$ cat config.mk
export PLATFORM = sky130hd
export DESIGN_NAME = oflow_buffer_fsm_read
export DESIGN_NICKNAME = d
export VERILOG_FILES = /design/src/rtl/oflow_buffer_fsm_read.sv
export SDC_FILE = /design/constraint.sdc
export NUM_CORES = 1
export LEC_CHECK = 0
export ABC_AREA = 1
export BUFFER_PORTS_ARGS = -buffer_cell sky130_fd_sc_hd__buf_4
export CELL_PAD_IN_SITES_DETAIL_PLACEMENT = 0
export CELL_PAD_IN_SITES_GLOBAL_PLACEMENT = 1
export CORE_MARGIN = 2
export CORE_UTILIZATION = 39
export CTS_CLUSTER_DIAMETER = 200
export DETAILED_ROUTE_END_ITERATION = 16
export MAX_ROUTING_LAYER = met4
export PLACE_DENSITY_LB_ADDON = 0.12
export SLEW_MARGIN = 20
export SYNTH_ARGS = -nofsm -noshare
export SYNTH_HDL_FRONTEND = slang
export SYNTH_SLANG_ARGS = --single-unit
$ cat constraint.sdc
create_clock -name clk -period 4.5 [get_ports clk]
set_clock_uncertainty 0.1 [all_clocks]
set_input_delay 0.45 -clock clk [delete_from_list [all_inputs] [get_ports clk]]
set_output_delay 0.45 -clock clk [all_outputs]
set_load 0.01 [all_outputs]
$ cat src/rtl/oflow_buffer_fsm_read.sv
`default_nettype none
// ============================================================================
//  Module      : oflow_buffer_fsm_read
//  Description : Reads one set of history-buffer lines and hands them to the
//                PEs one line per read_new_line request.
//  Revision    : 1.0 - initial release
// ============================================================================
module oflow_buffer_fsm_read #(
    parameter int ADDR_W  = 8,
    parameter int DEPTH   = 200,
    parameter int LINES_W = 4
) (
    input  logic               clk,
    input  logic               reset,
    input  logic               start_read,
    input  logic               read_new_line,
    input  logic [ADDR_W-1:0]  base_addr,
    input  logic [LINES_W-1:0] num_lines,
    output logic               rd_en,
    output logic [ADDR_W-1:0]  rd_addr,
    output logic               line_valid,
    output logic               done_read,
    output logic               busy
);

    localparam logic [ADDR_W-1:0] c_last_addr = ADDR_W'(DEPTH - 1);

    typedef enum logic [1:0] {
        ST_IDLE      = 2'd0,
        ST_READ      = 2'd1,
        ST_WAIT_LINE = 2'd2,
        ST_DONE      = 2'd3
    } state_t;

    state_t               r_state;
    state_t               w_state_nxt;
    logic [LINES_W-1:0]   r_num_lines;
    logic [LINES_W-1:0]   w_num_lines_nxt;
    logic [LINES_W-1:0]   r_lines_done;
    logic [LINES_W-1:0]   w_lines_done_nxt;
    logic                 w_rd_en_nxt;
    logic [ADDR_W-1:0]    w_rd_addr_nxt;
    logic                 w_line_valid_nxt;
    logic                 w_done_read_nxt;
    logic                 w_busy_nxt;
    logic [ADDR_W-1:0]    w_addr_inc;

    // Buffer addresses run 0..DEPTH-1 and wrap rather than overflow the field.
    assign w_addr_inc = (rd_addr == c_last_addr) ? '0 : rd_addr + ADDR_W'(1);

    always_comb begin
        w_state_nxt      = r_state;
        w_num_lines_nxt  = r_num_lines;
        w_lines_done_nxt = r_lines_done;
        w_rd_en_nxt      = 1'b0;
        w_rd_addr_nxt    = rd_addr;
        w_line_valid_nxt = 1'b0;
        w_done_read_nxt  = 1'b0;

        case (r_state)
            ST_IDLE: begin
                if (start_read) begin
                    w_num_lines_nxt  = num_lines;
                    w_lines_done_nxt = '0;
                    if (num_lines != '0) begin
                        w_state_nxt   = ST_READ;
                        w_rd_en_nxt   = 1'b1;
                        w_rd_addr_nxt = base_addr;
                    end else begin
                        w_state_nxt     = ST_DONE;
                        w_done_read_nxt = 1'b1;
                    end
                end
            end
            ST_READ: begin
                // Memory returns data one cycle after the strobe.
                w_state_nxt      = ST_WAIT_LINE;
                w_line_valid_nxt = 1'b1;
                w_lines_done_nxt = r_lines_done + LINES_W'(1);
            end
            ST_WAIT_LINE: begin
                if (read_new_line) begin
                    if (r_lines_done < r_num_lines) begin
                        w_state_nxt   = ST_READ;
                        w_rd_en_nxt   = 1'b1;
                        w_rd_addr_nxt = w_addr_inc;
                    end else begin
                        w_state_nxt     = ST_DONE;
                        w_done_read_nxt = 1'b1;
                    end
                end
            end
            ST_DONE: begin
                w_state_nxt = ST_IDLE;
            end
            default: begin
                w_state_nxt = ST_IDLE;
            end
        endcase

        w_busy_nxt = (w_state_nxt != ST_IDLE);
    end

    always_ff @(posedge clk) begin
        if (reset) begin
            r_state      <= ST_IDLE;
            r_num_lines  <= '0;
            r_lines_done <= '0;
            rd_en        <= 1'b0;
            rd_addr      <= '0;
            line_valid   <= 1'b0;
            done_read    <= 1'b0;
            busy         <= 1'b0;
        end else begin
            r_state      <= w_state_nxt;
            r_num_lines  <= w_num_lines_nxt;
            r_lines_done <= w_lines_done_nxt;
            rd_en        <= w_rd_en_nxt;
            rd_addr      <= w_rd_addr_nxt;
            line_valid   <= w_line_valid_nxt;
            done_read    <= w_done_read_nxt;
            busy         <= w_busy_nxt;
        end
    end

endmodule
`default_nettype wire

==> flow_summary.ini <==
[status]
status = completed

[routing]
wire_per_inst_um = 11.2
route.antenna.remaining_nets = 0
drc_errors = 0
vias = 1169
drt_iter0_markers = 50
detailedRoute.firstPassIterationCount = 4
via_per_instance_ratio = 4.81
totalWireLength_mm = 2.73

[power_and_ir_drop]
vdd.ir_drop.worst_v = 0.000166
clockPowerShare_pct = 30.2
netSwitchingPower_mw = 0.156
switching_share_pct = 30.3
comb_power_share_pct = 24.8
internal-power_mw = 0.359
pwr_density_cell_nw_per_um2 = 349
fraction_of_power_consumed_by_sequential_logic_pct = 45.0
p_leak_nw = 0.745

[sta]
max_freq_mhz = 586
tns_ns = 0
rsz0062_at_grt = no
final-hold-violation-count = 0
worstMarginPinSlew_ns = 0.416
slew_viol_final = 0
final_min_period_over_clock_period_pct = 37.9
layout_setup_ws_ns = 2.79
setup-violations-final = 0
period_minus_slack_ns = 1.71
slew_headroom_pct = 72.2

[synth]
netlist-cell-type-count = 24
syn_area_um2 = 1210
syn_area_per_cell_um2 = 6.65
synth_top_cells_by_area = sky130_fd_sc_hd__dfxtp_1 36%, sky130_fd_sc_hd__nand2_1 16%, sky130_fd_sc_hd__nor2_1 11%, sky130_fd_sc_hd__inv_1 6.2%, sky130_fd_sc_hd__ha_1 5.2%
synth_fp_nets = 203
postSynth.topFlopCell = sky130_fd_sc_hd__dfxtp_1
synth_cells = 182
synthMostInstantiatedCell = sky130_fd_sc_hd__nand2_1
async_flop_share_pct = 0
synth_common_cells = 51 x sky130_fd_sc_hd__nand2_1, 34 x sky130_fd_sc_hd__nor2_1, 22 x sky130_fd_sc_hd__dfxtp_1
synth-seq-cells = 22
synth_largest_type_area_fraction_pct = 36.4
synthDominantAreaCellType = sky130_fd_sc_hd__dfxtp_1
seq_area_frac_synth_pct = 36.4
yosys_warnings = 0
synth_edf_count = 0

[setup_path]
depth_of_the_most_critical_reg_to_reg_path = 9
most_common_cell_type_on_the_critical_path = sky130_fd_sc_hd__nand2_1
crit-reg2reg-launch = r_num_lines[3]
rr_endpoint = rd_addr[3]
cp-endpoint = rd_addr[3]
worst_setup_path_startpoint = r_num_lines[3]
highest_net_fanout_along_the_worst_path = 12
critical_path.top_delay_family = simple AND/OR/NAND/NOR gates
crit_chain = inv_1, ha_1, a21oi_1, nand2_1, nand2_1, nand2_2, nand2_1, nand2_1, nor2_1
crit_arrival_ns = 1.87
setup.worst_path.start_class = flop
crit_path_end_kind = flop
required_ns = 4.66
timing_worst_setup_path_type = flop to flop
crit_slowest_cell = sky130_fd_sc_hd__dfxtp_1
worst-path-stages = 9
max_stage_delay_ns = 0.33
setup.reg_to_reg.worst_slack_ns = 2.79
worstPathBufferInverterCount = 1

[grt]
grt_max_degree = 14
grt_pass1_vias = 1209
global_route.usage.total_pct = 18.1
grt_remaining_overflow = 0
grt_pass1_wl_mm = 4.80
grt_antenna_before_repair = 0

[floorplanning]
initial_utilization_pct = 40.3
die_area_um2 = 3560
design.core.area_um2 = 3000
pin_count = 28
chipHeight_um = 59.7
fp-row-count = 20
die-width_um = 59.7

[clock_network]
clock_latency_ns = 0.32
number_of_post_cts_setup_repair_buffers = 0
ctsHtreeMaxLevel = 1
cts_resized = 0
cts_buffer_depth = 2
cts-root-buf = sky130_fd_sc_hd__clkbuf_4
cts-buffers-inserted = 3
tritoncts_num_sinks = 22
tritoncts_clock_tree = built
path_clk_slew_ns = 0.13
hold_buffers = 0

[layout]
regArea_um2 = 440
multi_input_comb_area_um2 = 654
n_fill_cell = 317
insertedDiodeCount = 0
finish.net_count = 232
layout-drive-gt1-share_pct = 18.6
area_growth_syn_to_layout_pct = 22.1

[worst_hold_path]
worstHoldPathType = input port to flop

[placement]
half_perimeter_wire_length_after_detailed_placement_mm = 2.10
numPortBuffers = 27
gpl.final_weighted_congestion = 0.799
pre_cts_worst_setup_slack_ns = 2.81

[run]
number_of_maximum_capacitance_violations = 0
## metal layers
| metal | vias up | wire length (µm) | part of all wire (%) | GRT usage (%) |
|---|---|---|---|---|
| met2 | 20 | 1400 | 51 | 34.2 |
| met5 | - | 0 | 0 | - |
| met4 | 0 | 34 | 1.2 | 7.94 |
| met3 | 4 | 106 | 3.9 | 1.95 |
| li1 | 633 | - | - | - |
| met1 | 512 | 1190 | 43 | 18.5 |
## worst reg2reg max path: cells and delay by family, from the launching register on
| kind | cells | cell delay (ns) |
|---|---|---|
| buffers and inverters | 1 | 0.05 |
| AND/OR/NAND/NOR | 6 | 0.69 |
| AO/OA/AOI/OAI | 1 | 0.19 |
| flip-flops | 1 | 0.33 |
| adder cells (fa/ha/maj) | 1 | 0.30 |
## placed cells by master, fill, tap and decap left out, types with 3 or more instances in the layout
master,n
sky130_fd_sc_hd__a21oi_1,10
sky130_fd_sc_hd__buf_4,27
sky130_fd_sc_hd__clkbuf_4,3
sky130_fd_sc_hd__dfxtp_1,22
sky130_fd_sc_hd__ha_1,5
sky130_fd_sc_hd__inv_1,20
sky130_fd_sc_hd__inv_2,3
sky130_fd_sc_hd__nand2_1,51
sky130_fd_sc_hd__nand2_2,3
sky130_fd_sc_hd__nand3_1,7
sky130_fd_sc_hd__nor2_1,34
sky130_fd_sc_hd__o21ai_0,9
## final cells by class
type	instances	share of cell area, %
Clock buffer	3	1.52
Timing Repair Buffer	27	13.7
Sequential cell	22	29.8
Clock inverter	1	2.03
Tap cell	33	2.79
Inverter	23	5.84
Multi-Input combinational cell	134	44.3
## per-stage QoR
step,util [%],hold WS [ns],total power [mW],cells,area [µm²]
2_1_floorplan,-,0.335,0.320,182,1210
3_3_place_gp,47.5,0.352,0.363,239,1430
3_5_place_dp,47.5,0.357,0.366,239,1430
4_1_cts,49.2,0.245,0.523,243,1480
5_1_grt,49.2,0.251,0.549,243,1480
6_report,49.2,0.256,0.515,243,1480
## sequential cells by signal, indices dropped and copies added, names as in the netlist
name          count
busy              1
done_read         1
line_valid        1
r_lines_done      4
r_num_lines       4
r_state           2
rd_addr           8
rd_en             1
## power by group through the flow
| stage | Combinational [mW] | Sequential (mW) | Clock [mW] |
|---|---|---|---|
| final | 0.128 | 0.232 | 0.155 |
| after global routing | 0.148 | 0.234 | 0.167 |
| after CTS | 0.130 | 0.232 | 0.161 |
| after detailed placement | 0.129 | 0.236 | 0 |
| after global placement | 0.127 | 0.236 | 0 |
| after floorplan | 0.0810 | 0.239 | 0 |
## worst min path at each step
stage                   startpoint             end  slack, ns  cells past startpoint
floorplan           r_num_lines[3]  r_num_lines[3]       0.33                      2
global placement    r_num_lines[3]  r_num_lines[3]       0.35                      2
detailed placement  r_num_lines[3]  r_num_lines[3]       0.36                      2
CTS                          reset      r_state[0]       0.24                      2
global route                 reset      r_state[0]       0.25                      2
finish                       reset      r_state[0]       0.26                      2
## logic make-up (layout without fill, tap and decap cells)
| logic type | count (synthesis) | after routing | share of synthesized area [%] |
|---|---|---|---|
| fa+ha+maj | 5 | 5 | 5.17 |
| flops | 22 | 22 | 36.4 |
| simple gates | 102 | 102 | 35.9 |
| compound gates | 25 | 25 | 11.6 |
| buf+inv | 26 | 54 | 9.51 |
| xor+xnor | 2 | 2 | 1.45 |
(Power assumes the default switching activity.)
